File: config.mk
export PLATFORM = sky130hd
export DESIGN_NAME = seq_detect_param_flat
export DESIGN_NICKNAME = d
export VERILOG_FILES = /design/src/rtl/seq_detect_param_pkg.sv /design/src/rtl/seq_detect_param_if.sv /design/src/rtl/seq_match_cnt.sv /design/src/rtl/seq_detect_param.sv /design/src/flat_wrapper.sv
export SDC_FILE = /design/constraint.sdc
export NUM_CORES = 1
export LEC_CHECK = 0
export BUFFER_PORTS_ARGS = -buffer_cell sky130_fd_sc_hd__buf_4
export CORE_AREA = 2 2 39 41
export DETAILED_ROUTE_END_ITERATION = 16
export DIE_AREA = 0 0 41 43
export PLACE_DENSITY = 0.67
export RECOVER_POWER = 100
export SETUP_SLACK_MARGIN = 0.05
export SLEW_MARGIN = 20
export SYNTH_ARGS = -nofsm -noshare
export SYNTH_HDL_FRONTEND = slang
export SYNTH_SLANG_ARGS = --single-unit
File: constraint.sdc
create_clock -name clk -period 1.4 [get_ports clk]
set_input_delay 0.14 -clock clk [delete_from_list [all_inputs] [get_ports clk]]
set_output_delay 0.14 -clock clk [all_outputs]
set_load 0.1 [all_outputs]
File: src/rtl/seq_detect_param_pkg.sv
// Shared constants and helpers for the parametrised serial pattern detector.
// Imported by the interface, the top module and the match counter.
package seq_detect_pkg;

  localparam logic MEALY = 1'b0;
  localparam logic MOORE = 1'b1;

  localparam logic [3:0] SEQ_PAT_DEFAULT = 4'b1001;

  // Width of the fill counter: it must hold 0..pat_w-1.
  function automatic int fill_w(input int pat_w);
    return $clog2(pat_w);
  endfunction

endpackage

File: src/rtl/seq_detect_param_if.sv
// Bit-stream, mode and pattern-load signals of seq_detect_param.
// match_cnt (and the CNT_W parameter) exist only when SEQ_MATCH_CNT_EN is defined.
interface seq_detect_param_if #(
  parameter int PAT_W = 4
`ifdef SEQ_MATCH_CNT_EN
  ,
  parameter int CNT_W = 8
`endif
) ();

  logic             Data_in;
  logic             valid;
  logic             MACHINE;
  logic             OVERLAP;
  logic             pat_load;
  logic [PAT_W-1:0] pat_in;
  logic             out;
`ifdef SEQ_MATCH_CNT_EN
  logic [CNT_W-1:0] match_cnt;
`endif

`ifdef SEQ_MATCH_CNT_EN
  modport master (
    output Data_in, valid, MACHINE, OVERLAP, pat_load, pat_in,
    input  out, match_cnt
  );

  modport slave (
    input  Data_in, valid, MACHINE, OVERLAP, pat_load, pat_in,
    output out, match_cnt
  );
`else
  modport master (
    output Data_in, valid, MACHINE, OVERLAP, pat_load, pat_in,
    input  out
  );

  modport slave (
    input  Data_in, valid, MACHINE, OVERLAP, pat_load, pat_in,
    output out
  );
`endif

endinterface

File: src/rtl/seq_match_cnt.sv
// Saturating match counter for seq_detect_param; cleared by reset or a pattern load.
// Only instantiated when SEQ_MATCH_CNT_EN is defined.
module seq_match_cnt #(
  parameter int CNT_W = 8
) (
  input  logic             clk,
  input  logic             rst,
  input  logic             clr,
  input  logic             inc,
  output logic [CNT_W-1:0] cnt
);

  logic [CNT_W-1:0] cnt_q;
  logic [CNT_W-1:0] cnt_d;

  // Clear wins over increment; all-ones is the saturation point.
  always_comb begin
    cnt_d = cnt_q;
    if (clr) begin
      cnt_d = '0;
    end else if (inc && (cnt_q != {CNT_W{1'b1}})) begin
      cnt_d = cnt_q + CNT_W'(1);
    end
  end

  always_ff @(posedge clk) begin
    if (rst) begin
      cnt_q <= '0;
    end else begin
      cnt_q <= cnt_d;
    end
  end

  assign cnt = cnt_q;

endmodule

File: src/rtl/seq_detect_param.sv
// Run-time loadable PAT_W-bit serial pattern detector with Mealy/Moore output select
// and overlap control. Define SEQ_MATCH_CNT_EN to add the saturating match counter.
module seq_detect_param
  import seq_detect_pkg::*;
#(
  parameter int               PAT_W   = 4,
  parameter int               CNT_W   = 8,
  parameter logic [PAT_W-1:0] PAT_RST = PAT_W'(SEQ_PAT_DEFAULT)
) (
  input  logic            clk,
  input  logic            rst,
  seq_detect_param_if.slave bus
);

  localparam int               FILL_W   = fill_w(PAT_W);
  localparam logic [FILL_W-1:0] FILL_MAX = FILL_W'(PAT_W - 1);

  if ((PAT_W < 2) || (PAT_W > 32)) begin : g_bad_pat_w
    $error("seq_detect_param: PAT_W must be in 2..32");
  end
  if (CNT_W < 1) begin : g_bad_cnt_w
    $error("seq_detect_param: CNT_W must be at least 1");
  end

  logic [PAT_W-1:0]  pat_q;
  logic [PAT_W-1:0]  pat_d;
  logic [PAT_W-2:0]  hist_q;
  logic [PAT_W-2:0]  hist_d;
  logic [FILL_W-1:0] fill_q;
  logic [FILL_W-1:0] fill_d;
  logic              moore_q;
  logic              moore_d;
  logic [PAT_W-1:0]  window;
  logic              hit;

  always_comb begin
    window  = {hist_q, bus.Data_in};
    hit     = bus.valid & (fill_q == FILL_MAX) & (window == pat_q) & ~bus.pat_load;
    pat_d   = pat_q;
    hist_d  = hist_q;
    fill_d  = fill_q;
    moore_d = hit;

    // A pattern load restarts detection and drops any bit offered in the same cycle.
    if (bus.pat_load) begin
      pat_d   = bus.pat_in;
      fill_d  = '0;
      moore_d = 1'b0;
    end else if (bus.valid) begin
      hist_d = window[PAT_W-2:0];
      if (hit && !bus.OVERLAP) begin
        fill_d = '0;
      end else if (fill_q != FILL_MAX) begin
        fill_d = fill_q + FILL_W'(1);
      end
    end
  end

  always_ff @(posedge clk) begin
    if (rst) begin
      pat_q   <= PAT_RST;
      hist_q  <= '0;
      fill_q  <= '0;
      moore_q <= 1'b0;
    end else begin
      pat_q   <= pat_d;
      hist_q  <= hist_d;
      fill_q  <= fill_d;
      moore_q <= moore_d;
    end
  end

  // moore_q always tracks hit, so MACHINE only steers the output mux.
  assign bus.out = (bus.MACHINE == MOORE) ? moore_q : hit;

`ifdef SEQ_MATCH_CNT_EN
  logic [CNT_W-1:0] match_cnt;

  seq_match_cnt #(
    .CNT_W (CNT_W)
  ) u_match_cnt (
    .clk (clk),
    .rst (rst),
    .clr (bus.pat_load),
    .inc (hit),
    .cnt (match_cnt)
  );

  assign bus.match_cnt = match_cnt;
`endif

endmodule

File: src/flat_wrapper.sv
// flat-port wrapper written by rule: the top's interface ports become plain ports
module seq_detect_param_flat import seq_detect_pkg::*;
#(
  parameter int               PAT_W   = 4,
  parameter int               CNT_W   = 8,
  parameter logic [PAT_W-1:0] PAT_RST = PAT_W'(SEQ_PAT_DEFAULT)
)
  (clk, rst, bus_Data_in, bus_valid, bus_MACHINE, bus_OVERLAP, bus_pat_load, bus_pat_in, bus_out);
  seq_detect_param_if #(.PAT_W(PAT_W)) bus_i ();
  input  logic clk;
  input  logic rst;
  input wire logic [$bits(bus_i.Data_in)-1:0] bus_Data_in;
  input wire logic [$bits(bus_i.valid)-1:0] bus_valid;
  input wire logic [$bits(bus_i.MACHINE)-1:0] bus_MACHINE;
  input wire logic [$bits(bus_i.OVERLAP)-1:0] bus_OVERLAP;
  input wire logic [$bits(bus_i.pat_load)-1:0] bus_pat_load;
  input wire logic [$bits(bus_i.pat_in)-1:0] bus_pat_in;
  output wire logic [$bits(bus_i.out)-1:0] bus_out;
  assign bus_i.Data_in = bus_Data_in;
  assign bus_i.valid = bus_valid;
  assign bus_i.MACHINE = bus_MACHINE;
  assign bus_i.OVERLAP = bus_OVERLAP;
  assign bus_i.pat_load = bus_pat_load;
  assign bus_i.pat_in = bus_pat_in;
  assign bus_out = bus_i.out;
  seq_detect_param #(.PAT_W(PAT_W), .CNT_W(CNT_W), .PAT_RST(PAT_RST)) u_core (.clk(clk), .rst(rst), .bus(bus_i));
endmodule
# Yosys cells after proc, flatten, opt, wreduce, memory -nomap -nowiden

Cells that the tools add are included.

Reductions and logical operators: 6
$add $sub $neg: 1
Eq/ne operators: 3
Bitwise gates (word level): 4
Multiplexer cells: 3

Operators with widths:

| operator              | count |
|---|---|
| $eq A4 B4 Y1          | 1 |
| $mux W2               | 2 |
| $reduce_and A2 Y1     | 2 |
| $and A1 B1 Y1         | 3 |
| $add A2 B1 Y2 const B | 1 |
| $eq A2 B2 Y1 const B  | 1 |
| $ne A2 B2 Y1 const B  | 1 |
| $reduce_bool A2 Y1    | 1 |
| $reduce_or A2 Y1      | 1 |
| $logic_and A1 B1 Y1   | 1 |
| $logic_not A1 Y1      | 1 |
| $mux W1               | 1 |
| $not A1 Y1            | 1 |

Flip-flop bits (word level): 10

# Longest topological paths before layout

Gate-level depths: netlist of run 1.

Word-level depth: 7
Depth in mapped cells: 5
Mapped depth without buffers: 5

# Worst setup path before layout of run 1

No wires, ideal clock.

Kind: flip-flop to output port
From: reg u_core.pat_q[3]
To: out bus_out
Data required time: 1260 ps
Path buffers: 0
Cell stages (with the launch flop): 5
Arrival time: 2873 ps
Slack: -1613 ps
Cell sequence: dfxtp_1 xor2_1 nor3_2 nand3_2 o21ai_0

Word-level cells in the longest chain between the ends: 4

RTL lines:

| element                    | line                   | text |
|---|---|---|
| start: declaration         | seq_detect_param.sv:25 | `logic [PAT_W-1:0] pat_q;` |
| start signal: assignment   | seq_detect_param.sv:66 | `pat_q <= pat_d;` |
| $eq A4 B4 Y1               | seq_detect_param.sv:38 | `hit = bus.valid & (fill_q == FILL_MAX) & (window == pat_q) & ~bus.pat_load;` |
| $and A1 B1 Y1 (2 in a row) | seq_detect_param.sv:38 |  |
| $mux W1                    | seq_detect_param.sv:74 | `assign bus.out = (bus.MACHINE == MOORE) ? moore_q : hit;` |
| end: declaration           | flat_wrapper.sv:18     | `output wire logic [$bits(bus_i.out)-1:0] bus_out;` |

No other way between the ends.

# Final worst setup path of run 1

Ends and elaborated chain as after synthesis.

==> flow_summary.yaml, run 1 <==
floorplan:
  die_y_um: 43
  num_rows: 14
  floorplan.die_area_um2: 1760
  start_util: 0.360
  count_of_pins_on_the_block_boundary: 12
  fp.coreArea_um2: 1380
  die_x_um: 41
timing:
  timing.clock.skew_ns: 0.0132
  max_freq_mhz: 647
  number_of_slew_limit_violations_in_the_final_report: 0
  postLayoutSetupSlackWorst_ns: -0.146
  unrepaired_setup_endpoints_after_global_routing: "true"
  worst_hold_slack_ns: 0.0843
  hold_viol: 0
  worst-slew-pin-transition_ns: 0.183
  finalWorstPathRequiredPeriod_ns: 1.55
  final.period_utilization: 1.10
  worst_slew_margin_rel: 0.878
  timing.final.setup_violations: 1
synthesis:
  combinational_family_with_the_most_area_after_synthesis: "simple AND/OR/NAND/NOR gates"
  synthMostInstantiatedCell: "sky130_fd_sc_hd__dfxtp_1"
  synth.mux.area_fraction: 0.101
  dominantRegCellSynth: "sky130_fd_sc_hd__dfxtp_1"
  synthesized_netlist_net_count: 61
  ys.warnings.count: 0
  most_area_consuming_cells_after_synthesis: "sky130_fd_sc_hd__dfxtp_1 40%, sky130_fd_sc_hd__mux2i_1 10%, sky130_fd_sc_hd__xor2_1 7.0%"
  async_flop_share: 0
  synth_compound_area_frac: 0.136
  synth.top_cell.area_share: 0.402
  synthSimpleGateAreaFrac: 0.221
  ys_top_cells_by_count: "10 x sky130_fd_sc_hd__dfxtp_1, 6 x sky130_fd_sc_hd__nor2_1, 5 x sky130_fd_sc_hd__mux2i_1"
  synth_seq_area_share: 0.402
  netlist_instances: 49
  synth_register_bits: 10
  synthDominantAreaCellType: "sky130_fd_sc_hd__dfxtp_1"
  count_of_distinct_cell_types_in_the_synthesized_netlist: 24
  avgSynthCellArea_um2: 10.2
  post_synth_xor_area_fraction: 0.0704
  netlist_area_um2: 498
  synth-adder-area-share: 0.0251
  synth_edf_count: 0
worst_setup_path:
  crit_fanout: 2
  maximum_single_stage_delay_on_the_critical_path_ns: 0.32
  critical_path_buf_inv_count: 1
  cp-end-kind: "primary output"
  setup.worst_path.start_class: "flip-flop"
  crit_path_cell_trace: "xor2_1, nor3_2, nand3_2, o21ai_4, buf_12"
  cpMaxStageDelayCell: "sky130_fd_sc_hd__dfxtp_2"
  worstPathRequired_ns: 1.26
  timing.critical_path.arrival_ns: 1.41
  worst-setup-path-type: "reg -> out"
  timing.critical_path.max_delay_family: "flip-flops"
route:
  avgRoutedWirePerCell_um: 10.3
  detailedRoute.firstIterationViolations: 8
  drt-total-wl_um: 817
  drc: 0
  firstDrtPassIters: 4
  ant_nets: 0
  post_drt_via_cell_ratio: 4.91
  via_count: 388
cts:
  cts_tree: "yes"
  cts.sinks: 10
  hold_buffers: 0
  clock_tree_buffer_depth: 2
  clkLatencyLatePin_ns: 0.27
  postCtsSetupRepairBufs: 0
  library_cell_used_as_clock_root_buffer: "sky130_fd_sc_hd__clkbuf_4"
  clk_pin_slew_ns: 0.07
  cts_buffer_count: 3
  h_tree_depth: 1
power:
  leak_pwr_nw: 0.295
  irDropWorstVdd_mv: 0.614
  power.share.sequential: 0.530
  intPower_uw: 442
  power_frac_clock: 0.332
  switching_fraction: 0.230
  power_switching_uw: 132
  pwr-share-comb: 0.138
  pwr_density_cell_nw_per_um2: 887
global_route:
  maximum_number_of_pins_on_one_net_before_global_route_repair: 10
  globalRouteOverflowTotal: 0
  grt.total_usage: 0.127
  antenna_found_initial: 0
  number_of_global_route_vias_before_repair: 346
  grt_first_pass_wirelength_mm: 1.43
layout:
  ant_cells: 0
  multi_input_comb_area_um2: 289
  sequential_cell_area_um2: 201
  final_cell_count_no_fill: 79
  share_of_layout_cells_above_drive_strength_1: 0.429
  finalNetCount: 77
  flow.area_growth_from_synthesis_pct: 29.9
  final.fill_count: 145
job:
  maxCapViolCount: 0
outcome:
  run_status: "finished with violations"
  violations: "setup timing"
placement:
  hpwl_um: 657
  finalWeightedCongestion: 0.728
  io_buffers: 11
  dp_cells: 76
worst_hold_path:
  hp-class: "in -> reg"
-- area by class of cell --
| type | instances | area share |
|---|---|---|
| repair buffers | 13 | 0.170 |
| well taps | 16 | 0.0309 |
| inverters | 1 | 0.00580 |
| multi-input cells | 36 | 0.447 |
| clock buffers | 3 | 0.0348 |
| flip-flops and latches | 10 | 0.311 |
-- state kept, by name, summed over array words and instances, names as in the netlist --
name	flops
u_core.pat_q	4
u_core.hist_q	3
u_core.fill_q	2
u_core.moore_q	1
-- path summary, 6_finish.rpt --
check | startpoint | to | slack [ns] | cells past startpoint
worst min register to register | u_core.pat_q[1] | u_core.pat_q[1] | 0.52 | 2
worst max-delay path | u_core.pat_q[3] | bus_out | -0.15 | 5
worst max register to register | u_core.pat_q[3] | u_core.fill_q[1] | 0.12 | 5
worst min-delay path | bus_pat_in[3] | u_core.pat_q[3] | 0.08 | 2
-- placed cells by master, fill, tap and decap left out, drive strengths merged --
master / netlist / layout
inv: 1 / 1
xor2: 4 / 4
mux2i: 5 / 5
a21boi: 1 / 1
buf: 2 / 13
clkbuf: 0 / 3
o22ai: 1 / 1
nand3: 1 / 1
nand2b: 1 / 1
and2b: 2 / 2
dfxtp: 10 / 10
a211o: 2 / 2
o21a: 1 / 1
and2: 1 / 1
ha: 1 / 1
o21ai: 1 / 1
a41o: 1 / 1
nor2: 7 / 7
nor3b: 1 / 1
nand2: 3 / 3
nor3: 2 / 2
o221a: 1 / 1
-- cells by family after synthesis --
kind of cell | Yosys count
buffers and inverters | 3
DFF | 10
adders and majority gates | 1
muxes | 5
AOI/OAI and AO/OA | 8
and+or+nand+nor | 18
xor gates and xnor gates | 4
-- power by group through the flow --
stage               Clock [mW]  Combinational [mW]  Sequential [mW]
detailed placement           0              0.0801            0.310
floorplan                    0              0.0511            0.309
global placement             0              0.0794            0.310
global route             0.215              0.0882            0.305
CTS                      0.200              0.0805            0.304
finish                   0.190              0.0795            0.304
-- layer usage --
metal,global-route usage,vias up,share of wire
li1,-,202,-
met1,0.157,171,0.47
met2,0.169,15,0.43
met3,0.0942,0,0.089
met4,0.0400,0,0
met5,0,-,0
-- per-stage QoR --
stage | setup slack (ns) | instance area [µm²] | setup TNS [ns] | power [mW] | utilization
finish | -0.146 | 647 | -0.146 | 0.574 | 0.467
global route | -0.227 | 647 | -0.227 | 0.608 | 0.467
CTS | -0.168 | 644 | -0.168 | 0.585 | 0.466
detailed placement | 0.0544 | 608 | 0 | 0.390 | 0.439
global placement | 0.0695 | 608 | 0 | 0.390 | 0.439
floorplan | -0.0785 | 509 | -0.0785 | 0.360 | -
-- repair_timing --
item                       4_1_cts  5_1_grt
setup endpoints to repair        1        3
cloned                           0        0
resized for setup                4        1
pin swaps                        0        0
No activity file was read; power rests on OpenSTA's default activity.
==> run 2, diff against run 1 <==
--- a/config.mk
+++ b/config.mk
@@ -5,6 +5,7 @@
 export SDC_FILE = /design/constraint.sdc
 export NUM_CORES = 1
 export LEC_CHECK = 0
+export ABC_AREA = 1
 export BUFFER_PORTS_ARGS = -buffer_cell sky130_fd_sc_hd__buf_4
 export CORE_AREA = 2 2 39 41
 export DETAILED_ROUTE_END_ITERATION = 16
==> run 2 against run 1 <==
Net effect:
- the run still ends with setup timing left
- combinational power grew 32%
- non-clock buffer count up 1
- design area up 13%
- clock power rose by 37%
- largest cell class unchanged
==> flow_summary.yaml, run 2 <==
timing:
  max_freq_mhz: 662
  worst-slew-pin-transition_ns: 0.209
  final.period_utilization: 1.08
  unrepaired_setup_endpoints_after_global_routing: "true"
  worst_slew_margin_rel: 0.860
  finalWorstPathRequiredPeriod_ns: 1.51
  timing.final.setup_violations: 1
  hold_viol: 0
  postLayoutSetupSlackWorst_ns: -0.110
  number_of_slew_limit_violations_in_the_final_report: 0
  worst_hold_slack_ns: 0.0422
  timing.clock.skew_ns: 0.000127
synthesis:
  combinational_family_with_the_most_area_after_synthesis: "simple AND/OR/NAND/NOR gates"
  synth.mux.area_fraction: 0
  ys.warnings.count: 0
  count_of_distinct_cell_types_in_the_synthesized_netlist: 16
  synth.top_cell.area_share: 0.402
  synth_edf_count: 0
  synthSimpleGateAreaFrac: 0.352
  most_area_consuming_cells_after_synthesis: "sky130_fd_sc_hd__dfxtp_1 40%, sky130_fd_sc_hd__nand2_1 13%, sky130_fd_sc_hd__inv_1 6.8%"
  ys_top_cells_by_count: "17 x sky130_fd_sc_hd__nand2_1, 10 x sky130_fd_sc_hd__dfxtp_1, 9 x sky130_fd_sc_hd__inv_1"
  netlist_instances: 72
  avgSynthCellArea_um2: 6.92
  synthMostInstantiatedCell: "sky130_fd_sc_hd__nand2_1"
  dominantRegCellSynth: "sky130_fd_sc_hd__dfxtp_1"
  synthDominantAreaCellType: "sky130_fd_sc_hd__dfxtp_1"
  synth_seq_area_share: 0.402
  netlist_area_um2: 498
  synth-adder-area-share: 0.0251
  synth_compound_area_frac: 0.131
  async_flop_share: 0
  synthesized_netlist_net_count: 84
  synth_register_bits: 10
  post_synth_xor_area_fraction: 0
layout:
  share_of_layout_cells_above_drive_strength_1: 0.389
  flow.area_growth_from_synthesis_pct: 46.2
  layout.cells.most_common: "sky130_fd_sc_hd__nand2_1"
  reg_top3: "u_core.pat_q: 4 flops, u_core.hist_q: 3 flops, u_core.fill_q: 2 flops"
  largest_register_ffs: 4
  layout.cells.most_common_list: "15 x sky130_fd_sc_hd__nand2_1, 13 x sky130_fd_sc_hd__buf_4, 9 x sky130_fd_sc_hd__inv_1"
  ant_cells: 0
  registers.top_by_ff_count: "u_core.pat_q"
  finalNetCount: 103
  layout.cell_area.non_filler_um2: 728
cts:
  cts_tree: "yes"
  cts_buffer_count: 3
  clock_tree_buffer_depth: 2
  hold_buffers: 0
  clkLatencyLatePin_ns: 0.27
  cts.sinks: 10
  library_cell_used_as_clock_root_buffer: "sky130_fd_sc_hd__clkbuf_4"
  clk_pin_slew_ns: 0.06
  h_tree_depth: 1
route:
  avgRoutedWirePerCell_um: 9.64
  post_drt_via_cell_ratio: 4.69
  ant_nets: 0
  detailedRoute.firstIterationViolations: 7
  firstDrtPassIters: 4
  via_count: 497
  drt-total-wl_mm: 1.02
  drc: 0
placement:
  finalWeightedCongestion: 0.747
  hpwl_um: 782
  io_buffers: 11
  postPlaceCellArea_um2: 649
power:
  irDropWorstVdd_mv: 0.577
  pwr_density_cell_nw_per_um2: 933
  leak_pwr_nw: 0.331
outcome:
  violations: "setup timing"
  run_status: "finished with violations"
worst_setup_path:
  cpMaxStageDelayCell: "sky130_fd_sc_hd__dfxtp_2"
  timing.critical_path.max_delay_family: "flip-flops"
  setup.worst_path.start_class: "flip-flop"
  timing.critical_path.arrival_ns: 1.37
  worst-r2r-setup-slack_ns: 0.10
  critical_path_buf_inv_count: 1
  cp-end-kind: "primary output"
  worstPathRequired_ns: 1.26
  crit_path_cell_trace: "ha_4, nand2_4, nor2_4, nand3_4, o21ai_4, buf_12"
  maximum_single_stage_delay_on_the_critical_path_ns: 0.35
  worst-setup-path-type: "reg -> out"
  crit_fanout: 2
job:
  maxCapViolCount: 0
worst_hold_path:
  hp-class: "in -> reg"
global_route:
  grt_first_pass_wirelength_mm: 1.90
  antenna_found_initial: 0
  number_of_global_route_vias_before_repair: 521
  globalRouteOverflowTotal: 0
  maximum_number_of_pins_on_one_net_before_global_route_repair: 8
  grt.total_usage: 0.158
floorplan:
  num_rows: 14
  count_of_pins_on_the_block_boundary: 12
  die_x_um: 41
  fp.coreArea_um2: 1380
  floorplan.die_area_um2: 1760
  die_y_um: 43
  start_util: 0.360
-- run 2: cell count changes in the layout (fill, tap and decap cells not counted), moves of 4 or more --
cell and change:
sky130_fd_sc_hd__inv_1 +8, sky130_fd_sc_hd__xor2_1 -4, sky130_fd_sc_hd__nand3_1 +4, sky130_fd_sc_hd__nand2_1 +12, sky130_fd_sc_hd__mux2i_1 -5, sky130_fd_sc_hd__a21oi_1 +6
-- run 2: cell type report --
type / instances / area, µm²
inverter: 12 / 45.0
clock buffer: 4 / 36.3
sequential: 10 / 205
fill: 141 / 656
timing repair buffer: 14 / 118
tap: 16 / 20.0
multi-input combinational: 50 / 304
-- run 2: kinds of logic (layout without fill, tap and decap cells) --
kind of cell / Yosys count / after routing
AO/OA/AOI/OAI: 13 / 13
adder cells (fa/ha/maj): 1 / 1
buffers and inverters: 12 / 30
flip-flops: 10 / 10
AND/OR/NAND/NOR: 36 / 36
-- run 2: final timing paths --
path / start / to / depth (start not counted)
worst max-delay path: u_core.fill_q[1] / bus_out / 6
worst min register to register: u_core.hist_q[0] / u_core.hist_q[1] / 2
worst max register to register: u_core.fill_q[1] / u_core.fill_q[1] / 9
worst min-delay path: rst / u_core.moore_q / 2
-- run 2: power breakdown --
group / switching (mW) / internal (mW) / total [mW] / leakage [nW]
combinational: 0.0577 / 0.0477 / 0.105 / 0.226
sequential: 0.0112 / 0.302 / 0.313 / 0.0840
clock: 0.103 / 0.158 / 0.261 / 0.0210
-- run 2: layer usage --
| metal | vias up | track usage | share of wire |
|---|---|---|---|
| met2 | 13 | 0.266 | 0.45 |
| met3 | 5 | 0.0314 | 0.069 |
| li1 | 265 | - | - |
| met5 | - | 0 | 0 |
| met1 | 214 | 0.164 | 0.45 |
| met4 | 0 | 0.100 | 0.030 |
-- run 2: metrics by stage --
stage / instances / total power [mW] / setup WS [ns] / TNS (ns) / util
2_1_floorplan: 72 / 0.377 / -0.0240 / -0.0240 / -
3_3_place_gp: 100 / 0.417 / 0.0888 / 0 / 0.469
3_5_place_dp: 100 / 0.420 / 0.0721 / 0 / 0.469
4_1_cts: 105 / 0.688 / -0.106 / -0.106 / 0.516
5_1_grt: 106 / 0.720 / -0.176 / -0.176 / 0.526
6_report: 106 / 0.680 / -0.110 / -0.110 / 0.526
-- run 2: what timing repair did --
action	4_1_cts	5_1_grt
pin swaps	1	1
resized for setup	7	1
endpoints found under the hold margin	0	0
setup endpoints to repair	1	1
buffers inserted	1	1
==> run 3, diff against run 2 <==
--- a/config.mk
+++ b/config.mk
@@ -10,10 +10,10 @@
 export CORE_AREA = 2 2 39 41
 export DETAILED_ROUTE_END_ITERATION = 16
 export DIE_AREA = 0 0 41 43
-export PLACE_DENSITY = 0.67
 export RECOVER_POWER = 100
 export SETUP_SLACK_MARGIN = 0.05
 export SLEW_MARGIN = 20
 export SYNTH_ARGS = -nofsm -noshare
 export SYNTH_HDL_FRONTEND = slang
 export SYNTH_SLANG_ARGS = --single-unit
+export TNS_END_PERCENT = 100
==> run 3 against run 2 <==
Net effect:
- clock-buffer cell count is the same
- clock skew about the same
- design area grew 3.4%
- register-to-register slack got worse by 0.04 ns
- largest cell class unchanged
- worst setup slack worse by 0.044 ns
- first-iteration DRC count is 29% lower
- critical path depth unchanged
- the flow still finishes with violations (setup timing)
- sequential share of layout area decreased by 0.60 points
- flip-flop and latch count is the same
- die area unchanged
- worst hold slack better by 0.0091 ns
- cell count is 2.8% higher
==> flow_summary.yaml, run 3 (synthesis gave the netlist of run 2 again) <==
outcome:
  run_status: "finished with violations"
  violations: "setup timing"
layout:
  largest_register_ffs: 4
  ant_cells: 0
  layout.cell_area.non_filler_um2: 753
  final_cell_count_no_fill: 109
  layout.cells.most_common_list: "16 x sky130_fd_sc_hd__buf_4, 15 x sky130_fd_sc_hd__nand2_1, 9 x sky130_fd_sc_hd__inv_1"
  share_of_layout_cells_above_drive_strength_1: 0.430
  sequential_cell_area_um2: 208
  reg_top3: "u_core.pat_q: 4 flops, u_core.hist_q: 3 flops, u_core.fill_q: 2 flops"
  registers.top_by_ff_count: "u_core.pat_q"
  finalNetCount: 106
  utilization: 0.544
  final.fill_count: 136
  layout.cells.most_common: "sky130_fd_sc_hd__buf_4"
  flow.area_growth_from_synthesis_pct: 51.3
  multi_input_comb_area_um2: 304
timing:
  hold_viol: 0
  postLayoutSetupSlackWorst_ns: -0.155
  final.period_utilization: 1.11
  worst_slew_margin_rel: 0.860
  finalWorstPathRequiredPeriod_ns: 1.55
  timing.final.setup_violations: 1
  worst-slew-pin-transition_ns: 0.210
  timing.clock.skew_ns: 0.000276
  max_freq_mhz: 643
  number_of_slew_limit_violations_in_the_final_report: 0
  worst_hold_slack_ns: 0.0513
  unrepaired_setup_endpoints_after_global_routing: "true"
global_route:
  grt_first_pass_wirelength_mm: 1.72
  maximum_number_of_pins_on_one_net_before_global_route_repair: 8
  grt.met3_usage: 0.0785
  grt.total_usage: 0.152
  grt_util_met2: 0.225
  grt_util_met1: 0.169
  busiest_layer: "met2"
  antenna_found_initial: 0
  globalRouteOverflowTotal: 0
  number_of_global_route_vias_before_repair: 456
floorplan:
  fp.coreArea_um2: 1380
  start_util: 0.360
  count_of_pins_on_the_block_boundary: 12
  die_y_um: 43
  die_x_um: 41
  floorplan.die_area_um2: 1760
  num_rows: 14
cts:
  cts.sinks: 10
  library_cell_used_as_clock_root_buffer: "sky130_fd_sc_hd__clkbuf_4"
  clock_tree_buffer_depth: 2
  clkLatencyLatePin_ns: 0.26
  cts_buffer_count: 3
  clk_pin_slew_ns: 0.07
  h_tree_depth: 1
  cts_tree: "yes"
placement:
  dp_cells: 100
  hpwl_um: 801
  io_buffers: 11
  postPlaceCellArea_um2: 649
  finalWeightedCongestion: 0.768
route:
  post_drt_via_cell_ratio: 4.64
  drt-total-wl_mm: 1.07
  ant_nets: 0
  drc: 0
  firstDrtPassIters: 5
  via_count: 506
  avgRoutedWirePerCell_um: 9.85
  detailedRoute.firstIterationViolations: 5
power:
  irDropWorstVdd_mv: 0.465
  pwr_density_cell_nw_per_um2: 902
  leak_pwr_nw: 0.345
worst_hold_path:
  min_delay_path_depth: 2
  hp-start: "rst"
  hp-class: "in -> reg"
  worst_hold_path.endpoint: "u_core.moore_q"
worst_setup_path:
  worst_r2r_startpoint: "u_core.fill_q[0]"
  setup.worst_path.start_class: "flip-flop"
  worstPathRequired_ns: 1.26
  worst-r2r-setup-slack_ns: 0.06
  worstRegToRegCells: 9
  crit_start: "u_core.fill_q[0]"
  worst-setup-path-type: "reg -> out"
  rr_endpoint: "u_core.fill_q[0]"
  cp-end-kind: "primary output"
  timing.critical_path.arrival_ns: 1.41
  crit_fanout: 2
job:
  maxCapViolCount: 0
run 3: layout make-up:
type / instances / share of cell area
sequential: 10 / 0.276
clock buffer: 4 / 0.0482
inverter: 12 / 0.0598
tap: 16 / 0.0266
multi-input combinational: 50 / 0.404
timing repair buffer: 17 / 0.186
run 3: metrics by stage:
step                      worst slack (ns)  setup TNS, ns  power, mW
final                               -0.155         -0.155      0.680
after global placement              0.0829              0      0.420
after floorplan                    -0.0240        -0.0240      0.377
after global routing                -0.227         -0.305      0.725
after detailed placement            0.0570              0      0.421
after CTS                           -0.117         -0.117      0.687
run 3: repair_timing:
action / in CTS / in global routing
hold buffers: 0 / 0
buffers inserted: 2 / 3
pin swaps: 1 / 4
gates resized for setup: 4 / 5
endpoints found under the hold margin: 0 / 0
endpoints found under the setup margin: 1 / 1
run 3: report_power, final:
group	switching [mW]	total [mW]	internal [mW]
Sequential	0.0103	0.313	0.303
Combinational	0.0585	0.106	0.0477
Clock	0.103	0.261	0.158
Total	0.172	0.680	0.508
run 3: how the worst max path moves through the flow:
stage | end | slack [ns] | cells past startpoint
after global routing | bus_out | -0.23 | 6
after floorplan | bus_out | -0.02 | 5
after CTS | bus_out | -0.12 | 6
final | bus_out | -0.15 | 6
after detailed placement | bus_out | 0.06 | 8
after global placement | bus_out | 0.08 | 7
run 3: per-layer routing:
metal | vias up | routed length (µm)
met5 | - | 0
met4 | 0 | 0
met1 | 225 | 486
met3 | 0 | 38
met2 | 8 | 549
li1 | 273 | -
run 3: critical path, stage by stage (launching register included):
cell	delay, ns
sky130_fd_sc_hd__dfxtp_2	0.35
sky130_fd_sc_hd__ha_4	0.15
sky130_fd_sc_hd__nand2_4	0.05
sky130_fd_sc_hd__nor2_4	0.14
sky130_fd_sc_hd__nand3_4	0.09
sky130_fd_sc_hd__o21ai_4	0.17
sky130_fd_sc_hd__buf_12	0.19
